### src/rtl/spi_slave_rx.sv
// ---------------------------------------------------------------------------
// spi_slave_rx
//
// SPI slave receiver (mode 0: CPOL=0, CPHA=0) for 16-bit MSB-first command
// frames from the AR9331. Each frame is laid out as:
//   [15] wr_en   [14:12] channel   [11:0] code
// A completed frame with wr_en set stores its code into an 8-entry bank of
// 12-bit DAC codes. The DAC polling path reads that bank by 74HC4051
// position. The SPI pins are asynchronous and are oversampled in the clk
// domain. sclk must be no faster than clk/8.
//
// Ports
//   clk          system clock (100 MHz PLL domain)
//   rst          synchronous active-high reset
//   sclk         SPI clock from the master (asynchronous)
//   mosi         SPI data in (asynchronous)
//   cs_n         SPI chip select, active low (asynchronous)
//   miso         SPI data out: echo of the last completed frame
//   frame_data   last completed 16-bit frame
//   frame_valid  one-cycle pulse when frame_data updates
//   frame_err    one-cycle pulse when cs_n rises on a partial frame
//   rd_addr      bank read address (HC4051 position)
//   rd_data      bank[rd_addr], registered
// ---------------------------------------------------------------------------
module spi_slave_rx #(
    parameter int          SYNC_STAGES = 2,
    parameter logic [11:0] RST_VAL     = 12'd2048
) (
    input  logic        clk,
    input  logic        rst,
    input  logic        sclk,
    input  logic        mosi,
    input  logic        cs_n,
    output logic        miso,
    output logic [15:0] frame_data,
    output logic        frame_valid,
    output logic        frame_err,
    input  logic [2:0]  rd_addr,
    output logic [11:0] rd_data
);

    typedef enum logic {
        ST_IDLE = 1'b0,
        ST_RECV = 1'b1
    } state_t;

    // ---------------------------------------------------------------------
    // Input synchronizers.
    // cs_n resets to 1, so a cs_n held low through reset shows up as a
    // falling edge once reset is released.
    // ---------------------------------------------------------------------
    logic [SYNC_STAGES-1:0] r_sclk_sync;
    logic [SYNC_STAGES-1:0] r_mosi_sync;
    logic [SYNC_STAGES-1:0] r_cs_sync;
    logic                   r_sclk_d;
    logic                   r_cs_d;

    always_ff @(posedge clk) begin
        if (rst) begin
            r_sclk_sync <= '0;
            r_mosi_sync <= '0;
            r_cs_sync   <= '1;
            r_sclk_d    <= 1'b0;
            r_cs_d      <= 1'b1;
        end else begin
            r_sclk_sync <= {r_sclk_sync[SYNC_STAGES-2:0], sclk};
            r_mosi_sync <= {r_mosi_sync[SYNC_STAGES-2:0], mosi};
            r_cs_sync   <= {r_cs_sync[SYNC_STAGES-2:0], cs_n};
            r_sclk_d    <= r_sclk_sync[SYNC_STAGES-1];
            r_cs_d      <= r_cs_sync[SYNC_STAGES-1];
        end
    end

    logic w_sclk_s;
    logic w_mosi_s;
    logic w_cs_s;
    logic w_sclk_rise;
    logic w_sclk_fall;
    logic w_cs_rise;
    logic w_cs_fall;

    assign w_sclk_s    = r_sclk_sync[SYNC_STAGES-1];
    // mosi runs through the same synchronizer depth as sclk. At a detected
    // rise, this is the data bit the master set up before that edge.
    assign w_mosi_s    = r_mosi_sync[SYNC_STAGES-1];
    assign w_cs_s      = r_cs_sync[SYNC_STAGES-1];
    assign w_sclk_rise =  w_sclk_s & ~r_sclk_d;
    assign w_sclk_fall = ~w_sclk_s &  r_sclk_d;
    assign w_cs_rise   =  w_cs_s   & ~r_cs_d;
    assign w_cs_fall   = ~w_cs_s   &  r_cs_d;

    // ---------------------------------------------------------------------
    // Frame FSM.
    // r_done marks a 16th rise. The completed word is committed one cycle
    // later, which sets frame_valid and performs the bank write together.
    // ---------------------------------------------------------------------
    state_t      r_state;
    logic [3:0]  r_cnt;
    logic [15:0] r_rx_shift;
    logic [15:0] r_tx_shift;
    logic        r_done;
    logic [15:0] r_frame_data;
    logic        r_frame_valid;
    logic        r_frame_err;

    always_ff @(posedge clk) begin
        if (rst) begin
            r_state       <= ST_IDLE;
            r_cnt         <= 4'd0;
            r_rx_shift    <= 16'd0;
            r_tx_shift    <= 16'd0;
            r_done        <= 1'b0;
            r_frame_data  <= 16'd0;
            r_frame_valid <= 1'b0;
            r_frame_err   <= 1'b0;
        end else begin
            r_frame_valid <= 1'b0;
            r_frame_err   <= 1'b0;
            r_done        <= 1'b0;

            if (r_done) begin
                r_frame_data  <= r_rx_shift;
                r_frame_valid <= 1'b1;
                // Reload the echo so that a back-to-back frame returns this word.
                r_tx_shift    <= r_rx_shift;
            end

            case (r_state)
                ST_IDLE: begin
                    r_cnt <= 4'd0;
                    if (w_cs_fall) begin
                        r_state <= ST_RECV;
                        if (!r_done) begin
                            r_tx_shift <= r_frame_data;
                        end
                    end
                end

                ST_RECV: begin
                    if (w_sclk_rise) begin
                        r_rx_shift <= {r_rx_shift[14:0], w_mosi_s};
                        r_cnt      <= r_cnt + 4'd1;
                        if (r_cnt == 4'd15) begin
                            r_done <= 1'b1;
                        end
                    end else if (w_sclk_fall && (r_cnt != 4'd0) && !r_done) begin
                        // A fall with cnt == 0 is the trailing edge after
                        // the 16th rise. By then the echo has been reloaded,
                        // and shifting would lose its MSB before the next
                        // frame's first rise.
                        r_tx_shift <= {r_tx_shift[14:0], 1'b0};
                    end

                    if (w_cs_rise) begin
                        r_state <= ST_IDLE;
                        // A 16th rise detected in this same cycle still
                        // completes the frame. Any other nonzero count is a
                        // truncated frame.
                        if ((r_cnt != 4'd0) && !(w_sclk_rise && (r_cnt == 4'd15))) begin
                            r_frame_err <= 1'b1;
                            r_rx_shift  <= 16'd0;
                            r_cnt       <= 4'd0;
                        end
                    end
                end

                default: r_state <= ST_IDLE;
            endcase
        end
    end

    // ---------------------------------------------------------------------
    // Channel bank. It is written on the commit cycle and read through a
    // register, so a write and a read to the same entry return the old value
    // first.
    // ---------------------------------------------------------------------
    logic [11:0] r_bank [8];
    logic [11:0] r_rd_data;
    logic        w_bank_we;

    assign w_bank_we = r_done & r_rx_shift[15];

    always_ff @(posedge clk) begin
        if (rst) begin
            for (int i = 0; i < 8; i++) begin
                r_bank[i] <= RST_VAL;
            end
            r_rd_data <= RST_VAL;
        end else begin
            if (w_bank_we) begin
                r_bank[r_rx_shift[14:12]] <= r_rx_shift[11:0];
            end
            r_rd_data <= r_bank[rd_addr];
        end
    end

    assign miso        = (r_state == ST_RECV) & r_tx_shift[15];
    assign frame_data  = r_frame_data;
    assign frame_valid = r_frame_valid;
    assign frame_err   = r_frame_err;
    assign rd_data     = r_rd_data;

endmodule

### config.mk
export PLATFORM = sky130hd
export DESIGN_NAME = spi_slave_rx
export DESIGN_NICKNAME = d
export VERILOG_FILES = /design/src/rtl/spi_slave_rx.sv
export SDC_FILE = /design/constraint.sdc
export NUM_CORES = 1
export LEC_CHECK = 0
export BUFFER_PORTS_ARGS = -buffer_cell sky130_fd_sc_hd__buf_2
export CORE_MARGIN = 10
export CORE_UTILIZATION = 53
export DETAILED_ROUTE_END_ITERATION = 6
export HOLD_SLACK_MARGIN = 0.1
export PLACE_DENSITY = 0.8
export SETUP_SLACK_MARGIN = 0.15
export SLEW_MARGIN = 40
export SYNTH_ARGS = -nofsm -noshare
export SYNTH_HDL_FRONTEND = slang
export SYNTH_SLANG_ARGS = --single-unit
export TNS_END_PERCENT = 100
### constraint.sdc
create_clock -name clk -period 2.2 [get_ports clk]
set_input_delay 0.11 -clock clk [delete_from_list [all_inputs] [get_ports clk]]
set_output_delay 0.11 -clock clk [all_outputs]
set_load 0.02 [all_outputs]
==> impl_results.md, run 1 <==
- Status: completed
- Final WL: 15430 µm
- Most frequent cells in the layout: edfxtp_1 (96), and2_1 (90), dfxtp_1 (75)
- Element type at the critical path start: register
- # diodes: 0
- Total track usage: between 10% and 20%
- Pwr Density: around 840 nW/µm²
- IO Count: 39
- Seq/Total Area, Yosys: between 50% and 60%
- VDD IR max: roughly 0.7 mV
- Post-Synthesis Cells: roughly 600
- Drt pass-1 iters: 5
- Placed Area: about 7700 µm²
- Clock Sink Count: about 170
- Iter 0 DRT Violations: about 360
- H-tree levels: 4
- WL/cell: 19.19 µm
- Slew headroom: 47.87%
- Least-Margin Pin Slew: about 0.8 ns
- FP Rows: between 40 and 50
- R2R depth: 6
- Most common cell after layout, fill and taps aside: edfxtp_1
- IO buf count: 38
- Final Max Tran Viols: 0
- Setup Crit Path Kind: register to register
- Syn_area_per_cell: 12.58 µm²
- Vias in the first global route: 4579
- Largest net degree at the start of global routing: 37
- Gpl congestion: 0.8540
- RSZ-0062 raised after global routing: yes
- ANT nets after route: 0
- Synth warn: 0
- Post-route clock period utilization: 90.39%
- DIE HEIGHT: 137.7 µm
- CTS clock-pin slew for the worst setup and hold paths: roughly 0.07 ns
- GRT Residual Overflow: 0
- Setup_tns: 0 ns
- Tmin final: between 1.5 and 2 ns
- Layout cells sized above 1: 24.20%
- Synth top area cells: edfxtp_1 (39%), dfxtp_1 (21%), and2_1 (7.7%), mux4_2 (7.4%), mux2i_1 (3.0%)
- DR vias: approximately 4500
- Post-route cell area: between 8000 and 9000 µm²
- Crit path max fanout: 11
- CTS resizes: 0
- Max clock buf depth: 2
- Final Total Pwr: around 7 mW
- Clk_lat worst skew: 0.43 ns
- Worst Skew: about 0.0085 ns
- Cell leakage power: 3.021 nW
- Min-Delay Path Class: input pin to register
- # DRC: 0
- Max cap viols: 0
- Final setup margin: 0.2114 ns
- Initial antenna violation count: 0
- CTS Root Cell: clkbuf_16
- CP endpoint kind: register
- Post-Syn Nets: slightly below 600
- Vias per inst: 5.598
- Synthesis-stage register bit count: 172
- Hold depth: 3
- First-pass GRT wire length: 24530 µm
- Synth Cell Area: 7345 µm²
- Synth area leader: edfxtp_1
- Fin nets: about 630
- Core area: approximately 13000 µm²
- Cts bufs inserted: 17
- Final setup fails: 0
- Synth unique cells: 41
- CTS tree: built
- Fmax: around 0.5 GHz
- Die area: between 15000 and 20000 µm²
- Final Hold Vio Count: 0
- Chip Width: 137.7 µm
- Initial Utilization: roughly 55%
- DP HPWL: just over 10000 µm
- Worst EP arrival: 2.33 ns
- CP Data Required Time: approximately 2.5 ns
- Area growth, synth to finish: 14.31%
- Synth top area share: about two fifths
- Dpl ws: about 0.22 ns
==> cell type report <==
class                      count  area [µm²]
fill                         979        5005
sequential                   172        4405
multi-input combinational    347        2674
clock buffer                  23       531.8
timing repair buffer          62       392.9
tap                          176       220.2
clock inverter                 9       115.1
inverter                      15       56.30
==> worst max-delay path: stages (launching register included) <==
cell	delay, ns
dfxtp_1	0.38
inv_1	0.06
ha_1	0.18
nor3b_1	0.17
or4b_4	0.62
mux2_4	0.34
o221ai_2	0.15
==> registers in the layout, indices dropped and copies added (netlist names) <==
signal	flops
r_state	1
rd_data	12
r_tx_shift	16
r_cs_d	1
r_cnt	4
frame_err	1
r_cs_sync	2
frame_valid	1
r_mosi_sync	2
r_sclk_d	1
frame_data	16
r_sclk_sync	2
r_bank	96
r_done	1
r_rx_shift	16
==> kinds of logic after synthesis <==
| logic type | share of synthesized area, % |
|---|---|
| xor gates and xnor gates | 0.3578 |
| buffers and inverters | 3.629 |
| adders and majority gates | 0.3407 |
| muxes | 13.07 |
| DFF | 59.97 |
| AOI/OAI and AO/OA | 6.269 |
| and+or+nand+nor | 16.37 |
==> cells in the mapped netlist <==
| library cell | instances |
|---|---|
| xnor2_1 | 1 |
| xor2_1 | 2 |
| buf_1 | 4 |
| a31o_2 | 1 |
| nor2b_1 | 15 |
| or4b_4 | 1 |
| o221ai_1 | 1 |
| buf_2 | 6 |
| o221ai_2 | 8 |
| a22o_1 | 11 |
| or3_1 | 8 |
| buf_6 | 2 |
| inv_1 | 15 |
| nand4bb_1 | 1 |
| a21o_1 | 1 |
| nand4_1 | 2 |
| nand2b_1 | 6 |
| mux2_2 | 7 |
| o41ai_1 | 1 |
| mux2i_1 | 22 |
| a22oi_1 | 5 |
| or2_2 | 11 |
| o2bb2a_1 | 1 |
| nand4b_1 | 1 |
| mux2_4 | 8 |
| nor3_1 | 4 |
| mux4_2 | 24 |
| ha_1 | 2 |
| and3_1 | 1 |
| nor2_1 | 26 |
| nor3b_2 | 1 |
| a21oi_1 | 24 |
| and2_1 | 90 |
| a21boi_0 | 1 |
| o21ai_0 | 5 |
| clkbuf_1 | 38 |
| nand2_1 | 53 |
| nor3b_1 | 1 |
| dfxtp_1 | 76 |
| o21ba_2 | 1 |
| edfxtp_1 | 96 |
==> final timing paths <==
path / from / end / slack [ns]
max reg2reg: r_cnt[0] / r_tx_shift[8] / 0.21
max: r_cnt[0] / r_tx_shift[8] / 0.21
min: rst / rd_data[11] / 0.14
min reg2reg: r_cs_sync[0] / r_cs_sync[1] / 0.41
==> metrics by stage <==
stage | hold slack [ns] | instances | utilization [%]
4_1_cts | 0.1205 | 804 | 62.65
3_5_place_dp | 0.2979 | 768 | 57.53
3_3_place_gp | 0.2955 | 768 | 57.53
5_1_grt | 0.1368 | 804 | 62.65
6_report | 0.1447 | 804 | 62.65
2_1_floorplan | 0.2138 | 584 | -
==> power by group <==
part | switching [mW] | internal [mW] | leakage (nW) | total [mW]
clock network | 1.25 | 1.95 | 0.309 | 3.20
logic | 0.175 | 0.124 | 1.16 | 0.298
registers | 0.0327 | 3.49 | 1.55 | 3.52
==> routing by layer <==
| layer | wire length, µm | vias to the layer above | track usage (%) |
|---|---|---|---|
| li1 | - | 2117 | - |
| met1 | 6578 | 2227 | 20.93 |
| met2 | 7665 | 132 | 28.21 |
| met3 | 885 | 25 | 5.280 |
| met4 | 297 | 0 | 5.678 |
| met5 | 0 | - | 0 |
==> what timing repair did <==
item | 4_1_cts | 5_1_grt
hold buffers | 4 | 0
hold endpoints to repair | 4 | 0
setup endpoints to repair | 0 | 1
setup buffers | 0 | 0
(Power assumes the default switching activity.)
==> run 2: changes to the inputs <==
- PLACE_DENSITY: 0.8 -> 0.71
==> impl_results.md, run 2 (synthesized netlist as in run 1, its figures left out) <==
- Clk_lat worst skew: 0.43 ns (about the same)
- Status: completed
- Most flops, register: r_bank
- Initial Utilization: 54.81% (unchanged)
- Placed insts: 769 (+0.13%)
- Element type at the critical path start: register
- CTS Root Cell: clkbuf_16
- CTS tree: built
- Worst Skew: 0.006755 ns (-0.001724 ns)
- Vias per inst: 5.614 (+0.28%)
- # DRC: 0 (unchanged)
- FP Rows: 42 (unchanged)
- Initial antenna violation count: 0 (unchanged)
- GRT Residual Overflow: 0 (unchanged)
- # diodes: 0 (unchanged)
- First-pass GRT wire length: 25000 µm (+1.9%)
- Final WL: 16010 µm (+3.8%)
- VDD IR max: 0.6340 mV (-11%)
- Min-Delay Path Class: input pin to register
- Layout Cells excl Fill: 806 (+0.25%)
- Worst Hold Launch: rst
- Final Total Pwr: 6.687 mW (-4.8%)
- Max reg flops: 96 (unchanged)
- H-tree levels: 4 (unchanged)
- Pwr Density: 801.6 nW/µm² (-4.1%)
- Multi-input logic area: 2695 µm² (+0.80%)
- Chip Width: 137.7 µm (unchanged)
- DP HPWL: 10230 µm (about the same)
- WL/cell: 19.86 µm (+3.5%)
- Layout cells sized above 1: 23.97% (-0.24 points)
- Setup Crit Path Kind: register to register
- ANT nets after route: 0 (unchanged)
- Reg-to-Reg Start: r_cnt[0]
- Total track usage: 17.61% (+0.51 points)
- Core area: 13400 µm² (unchanged)
- Critical path, cell by cell: inv_1 -> ha_1 -> nor3b_2 -> or4b_4 -> mux2_2 -> o221ai_1
- Final setup fails: 0 (unchanged)
- Cell leakage power: 2.998 nW (-0.76%)
- Setup_tns: 0 ns (unchanged)
- Iter 0 DRT Violations: 420 (+18%)
- Area growth, synth to finish: 13.58%
- IO Count: 39 (unchanged)
- Max cap viols: 0 (unchanged)
- Crit path max fanout: 6 (-5)
- DIE HEIGHT: 137.7 µm (unchanged)
- Final Max Tran Viols: 0 (unchanged)
- Drt pass-1 iters: 7 (+2)
- CP endpoint kind: register
- Post-route clock period utilization: 90.30% (about the same)
- Max clock buf depth: 2 (unchanged)
- IO buf count: 38 (unchanged)
- Cts bufs inserted: 17 (unchanged)
- Gpl congestion: 0.7888 (-7.6%)
- Setup Buffers After CTS: 0 (unchanged)
- Least-Margin Pin Slew: 0.7222 ns (-0.05809 ns)
- Critical path origin: r_cnt[0]
- Buf+Inv Stages, Crit Path: 1 (unchanged)
- Vias in the first global route: 4545 (-0.74%)
- CTS clock-pin slew for the worst setup and hold paths: 0.06 ns (about the same)
- Worst EP arrival: 2.32 ns (about the same)
- Most frequent cells in the layout: edfxtp_1 (96), and2_1 (90), dfxtp_1 (74)
- DR vias: 4525 (+0.53%)
- CP peak stage delay: 0.62 ns (about the same)
- Fin nets: 628 (+0.48%)
- Slew headroom: 51.68% (+3.8 points)
- RSZ-0062 raised after global routing: no
- Crit path max-delay cell type: or4b_4
- Reg area: 4407 µm² (about the same)
- CP top delay family: simple AND/OR/NAND/NOR gates
- Layout fillers: 1042 (+6.4%)
- Hold slack final: 0.1754 ns (+0.03072 ns)
- Most common cell after layout, fill and taps aside: edfxtp_1
- Largest net degree at the start of global routing: 31 (-16%)
- CP Data Required Time: 2.53 ns (about the same)
- Tmin final: 1.987 ns (-0.001968 ns)
- Final Hold Vio Count: 0 (unchanged)
- Fmax: 0.5034 GHz (about the same)
- Clock Sink Count: 172 (unchanged)
- Die area: 18970 µm² (unchanged)
==> run 2: tightest hold or removal path, cell delays in order <==
cell and delay, ns:
buf_2 0.17, buf_4 0.19, nor2_1 0.09
==> run 2: per-stage QoR <==
stage               utilization, %  area, µm²  worst slack (ns)
floorplan                        -       7345            0.3003
global placement             57.58       7716            0.2521
detailed placement           57.58       7716            0.1940
CTS                          62.08       8319            0.1621
global route                 62.25       8342            0.1452
finish                       62.25       8342            0.2134
==> run 2: metal layers <==
layer	global-route usage (%)	vias to the layer above	routed length [µm]
met2	29.06	120	7993
met4	5.620	0	235
met1	22.04	2265	6936
li1	-	2122	-
met5	0	-	0
met3	4.771	18	844
==> run 2: where the power goes <==
part	internal (mW)	switching [mW]	leakage (nW)
Sequential	3.49	0.0326	1.55
Clock	1.69	1.17	0.268
Combinational	0.126	0.176	1.18
Total	5.30	1.38	3.00
==> run 2: final timing paths <==
check	to	slack, ns	cells past startpoint
setup / recovery	r_tx_shift[5]	0.21	6
hold / removal	r_state	0.18	3
setup reg to reg	r_tx_shift[5]	0.21	6
hold reg to reg	r_cs_sync[1]	0.41	1
==> run 2: cell type report <==
class	count	share of cell area (%)
sequential	172	52.83
multi-input combinational	348	32.31
clock buffer	24	5.535
timing repair buffer	64	4.920
tap	176	2.640
clock inverter	7	1.095
inverter	15	0.6750
==> run 2: timing repair <==
item	CTS	global route
endpoints found under the hold margin	4	0
endpoints found under the setup margin	0	9
gates resized for setup	0	3
hold buffers	5	0
==> run 3: changes to the inputs <==
- ABC_AREA: not set -> 1
==> impl_results.md, run 3 <==
- Initial Utilization: 53.76% (-1.0 points)
- Clock Sink Count: 172 (unchanged)
- Vias in the first global route: 5447 (+20%)
- Clock power frac: 43.2% (+0.3 points)
- DR vias: 5770 (+28%)
- Area growth, synth to finish: 11.49%
- Synth top area share: 38.93% (-0.32 points)
- Pwr Density: 829.9 nW/µm² (+3.5%)
- Most flops, register: r_bank
- # diodes: 0 (unchanged)
- CTS resizes: 0 (unchanged)
- Post-cts hold buffer count: 3 (-2)
- Initial antenna violation count: 0 (unchanged)
- Reg power frac: 51.7% (-0.9 points)
- Reg-to-Reg Start: r_rx_shift[12]
- Drt pass-1 iters: 5 (-2)
- Tmin final: 1.795 ns (-0.1912 ns)
- Count leader, synth: nor2_1
- Placed Area: 7640 µm² (-0.99%)
- Min-Delay Path Class: input pin to register
- Synthesis-stage register bit count: 172 (unchanged)
- Clk_lat worst skew: 0.43 ns (about the same)
- Synth Area in Compound Gates: 12.27% (+6.0 points)
- DP HPWL: 11420 µm (+12%)
- CP peak stage delay: 0.49 ns (-0.13 ns)
- GRT Residual Overflow: 0 (unchanged)
- Hold slack final: 0.1817 ns (+0.006323 ns)
- Iter 0 DRT Violations: 555 (+32%)
- CTS Root Cell: clkbuf_16
- CP top delay family: simple AND/OR/NAND/NOR gates
- Setup Buffers After CTS: 0 (unchanged)
- Worst Hold Endpoint: rd_data[2]
- Final Total Pwr: 6.851 mW (+2.4%)
- Final setup margin: 0.4047 ns (+0.1912 ns)
- Most common cell after layout, fill and taps aside: nor2_1
- Syn_area_per_cell: 9.030 µm² (-28%)
- Core area: 13770 µm² (+2.8%)
- Synth Area in Adders: 0.3380% (-0.0028 points)
- Post-Syn Nets: 830 (+40%)
- Synth unique cells: 35 (-15%)
- DIE HEIGHT: 138.2 µm (+0.35%)
- Post-Synthesis Cells: 820 (+40%)
- Critical path, cell by cell: inv_2 -> nor2_8 -> nand2_2 -> nand2_1
- Worst EP arrival: 1.86 ns (-0.46 ns)
- Max clock buf depth: 2 (unchanged)
- First-pass GRT wire length: 27890 µm (+12%)
- Post-synth top cells: nor2_1 (187), nand2_1 (144), edfxtp_1 (96)
- Chip Width: 138.2 µm (+0.35%)
- Setup_tns: 0 ns (unchanged)
- Fin util: 59.94% (-2.3 points)
- Buf+Inv Stages, Crit Path: 1 (unchanged)
- Dpl ws: 0.4160 ns (+0.2220 ns)
- H-tree levels: 4 (unchanged)
- Sw frac: 22.90% (+2.2 points)
- R2R depth: 4 (-2)
- Top_reg_cell synth: edfxtp_1
- Comb pwr share: 5.1% (+0.6 points)
- # DRC: 0 (unchanged)
- Layout cells sized above 1: 13.08% (-11 points)
- Crit path max fanout: 12 (+6)
- IO Count: 39 (unchanged)
- Vias per inst: 5.569 (-0.80%)
- CP Data Required Time: 2.27 ns (-0.26 ns)
- Setup Crit Path Kind: register to register
- FP Rows: 43 (+2.4%)
- Post-synth EDFFs: 96 (unchanged)
- Register-to-register setup slack: 0.40 ns (+0.19 ns)
- Gpl congestion: 0.8264 (+4.8%)
- Element type at the critical path start: register
- Final Hold Vio Count: 0 (unchanged)
- Cell leakage power: 3.195 nW (+6.6%)
- Crit path max-delay cell type: dfxtp_1
- Pint: 5.282 mW (-0.42%)
- Cts bufs inserted: 17 (unchanged)
- Seq/Total Area, Yosys: 59.48% (-0.49 points)
- Fin nets: 853 (+36%)
- Worst Skew: 0.008057 ns (+0.001302 ns)
- CTS tree: built
- Post-synthesis xor/xnor area fraction: 0% (-0.36 points)
- Synth warn: 0 (unchanged)
- Worst Hold Launch: rd_addr[2]
- Largest family of logic cells by synthesized area: simple AND/OR/NAND/NOR gates
- Fmax: 0.5570 GHz (+11%)
- Reg-to-Reg End: r_bank[7][2]
- Post-route clock period utilization: 81.61% (-8.7 points)
- Synth Cell Area: 7405 µm² (+0.82%)
- Switching pwr: 1.569 mW (+13%)
- Final Max Tran Viols: 0 (unchanged)
- Slew headroom: 58.62% (+6.9 points)
- Max reg flops: 96 (unchanged)
- Placed insts: 1001 (+30%)
- Status: completed
- Synth top area cells: edfxtp_1 (39%), dfxtp_1 (21%), nor2_1 (9.5%), nand2_1 (7.3%), o21ai_0 (4.2%)
- Most frequent cells in the layout: nor2_1 (187), nand2_1 (144), edfxtp_1 (96)
- Synth area leader: edfxtp_1
- Total track usage: 17.75% (+0.14 points)
- ANT nets after route: 0 (unchanged)
- Largest net degree at the start of global routing: 49 (+58%)
- Post-route cell area: 8255 µm² (-1.0%)
- Synth async-reset ratio: 0% (unchanged)
- Layout Cells excl Fill: 1036 (+29%)
- Hold depth: 3 (unchanged)
- CTS clock-pin slew for the worst setup and hold paths: 0.07 ns (about the same)
- CP endpoint kind: register
- Die area: 19100 µm² (+0.70%)
- Max cap viols: 0 (unchanged)
- Fraction of synthesized area in multiplexers: 0% (-13 points)
- Final setup fails: 0 (unchanged)
- VDD IR max: 0.5681 mV (-10%)
- WL/cell: 16.56 µm (-17%)
- RSZ-0062 raised after global routing: no
- Synth Area in Simple Gates: 21.80% (+5.4 points)
- Final WL: 17150 µm (+7.1%)
- IO buf count: 38 (unchanged)
- Least-Margin Pin Slew: 0.6174 ns (-0.1048 ns)
-- run 3: cell types whose count changed in the layout (fill, tap and decap cells not counted), sizes merged, moves of 21 or more --
cell,change
inv,+26
o211ai,+21
nand2,+102
mux2i,-22
and2,-90
o21ai,+63
a21oi,+27
mux4,-24
nand3,+30
nor2,+168
-- run 3: how the worst max path moves through the flow --
stage                         from           end  slack (ns)  cells past startpoint
floorplan                   r_done  r_bank[2][0]        0.53                      8
global placement    r_rx_shift[12]  r_bank[7][9]        0.48                      4
detailed placement  r_rx_shift[12]  r_bank[7][6]        0.42                      4
CTS                 r_rx_shift[12]  r_bank[7][8]        0.40                      4
global route        r_rx_shift[12]  r_bank[7][2]        0.28                      4
finish              r_rx_shift[12]  r_bank[7][2]        0.40                      4
-- run 3: cell type report --
class	count	area [µm²]
Fill cell	1214	5518
Sequential cell	172	4404
Multi-Input combinational cell	551	2547
Clock buffer	17	425.4
Timing Repair Buffer	53	310.3
Tap cell	180	225.2
Inverter	48	182.7
Clock inverter	15	160.2
-- run 3: cells by family (layout without fill, tap and decap cells) --
family                     Yosys count  after routing
adders and majority gates            2              2
and+or+nand+nor                    387            387
buffers and inverters               97            133
DFF                                172            172
AOI/OAI and AO/OA                  162            162
-- run 3: routing by layer --
metal / share of wire, % / up-vias / global-route usage, % / routed length [µm]
met3: 6.9 / 35 / 4.041 / 1175
met1: 43 / 2725 / 22.97 / 7435
met4: 2.7 / 0 / 7.825 / 463
li1: - / 2786 / - / -
met5: 0 / - / 0 / 0
met2: 47 / 224 / 27.86 / 8079
-- run 3: worst min-delay path, cell delays in order --
cell and delay [ns]:
buf_2 0.25, nor2_1 0.15, nor2_1 0.05
-- run 3: power by group through the flow --
stage	clock network [mW]	logic [mW]	registers (mW)
floorplan	0	0.216	3.62
global placement	0	0.336	3.61
detailed placement	0	0.345	3.61
CTS	2.99	0.350	3.54
global route	3.13	0.388	3.55
finish	2.96	0.351	3.54
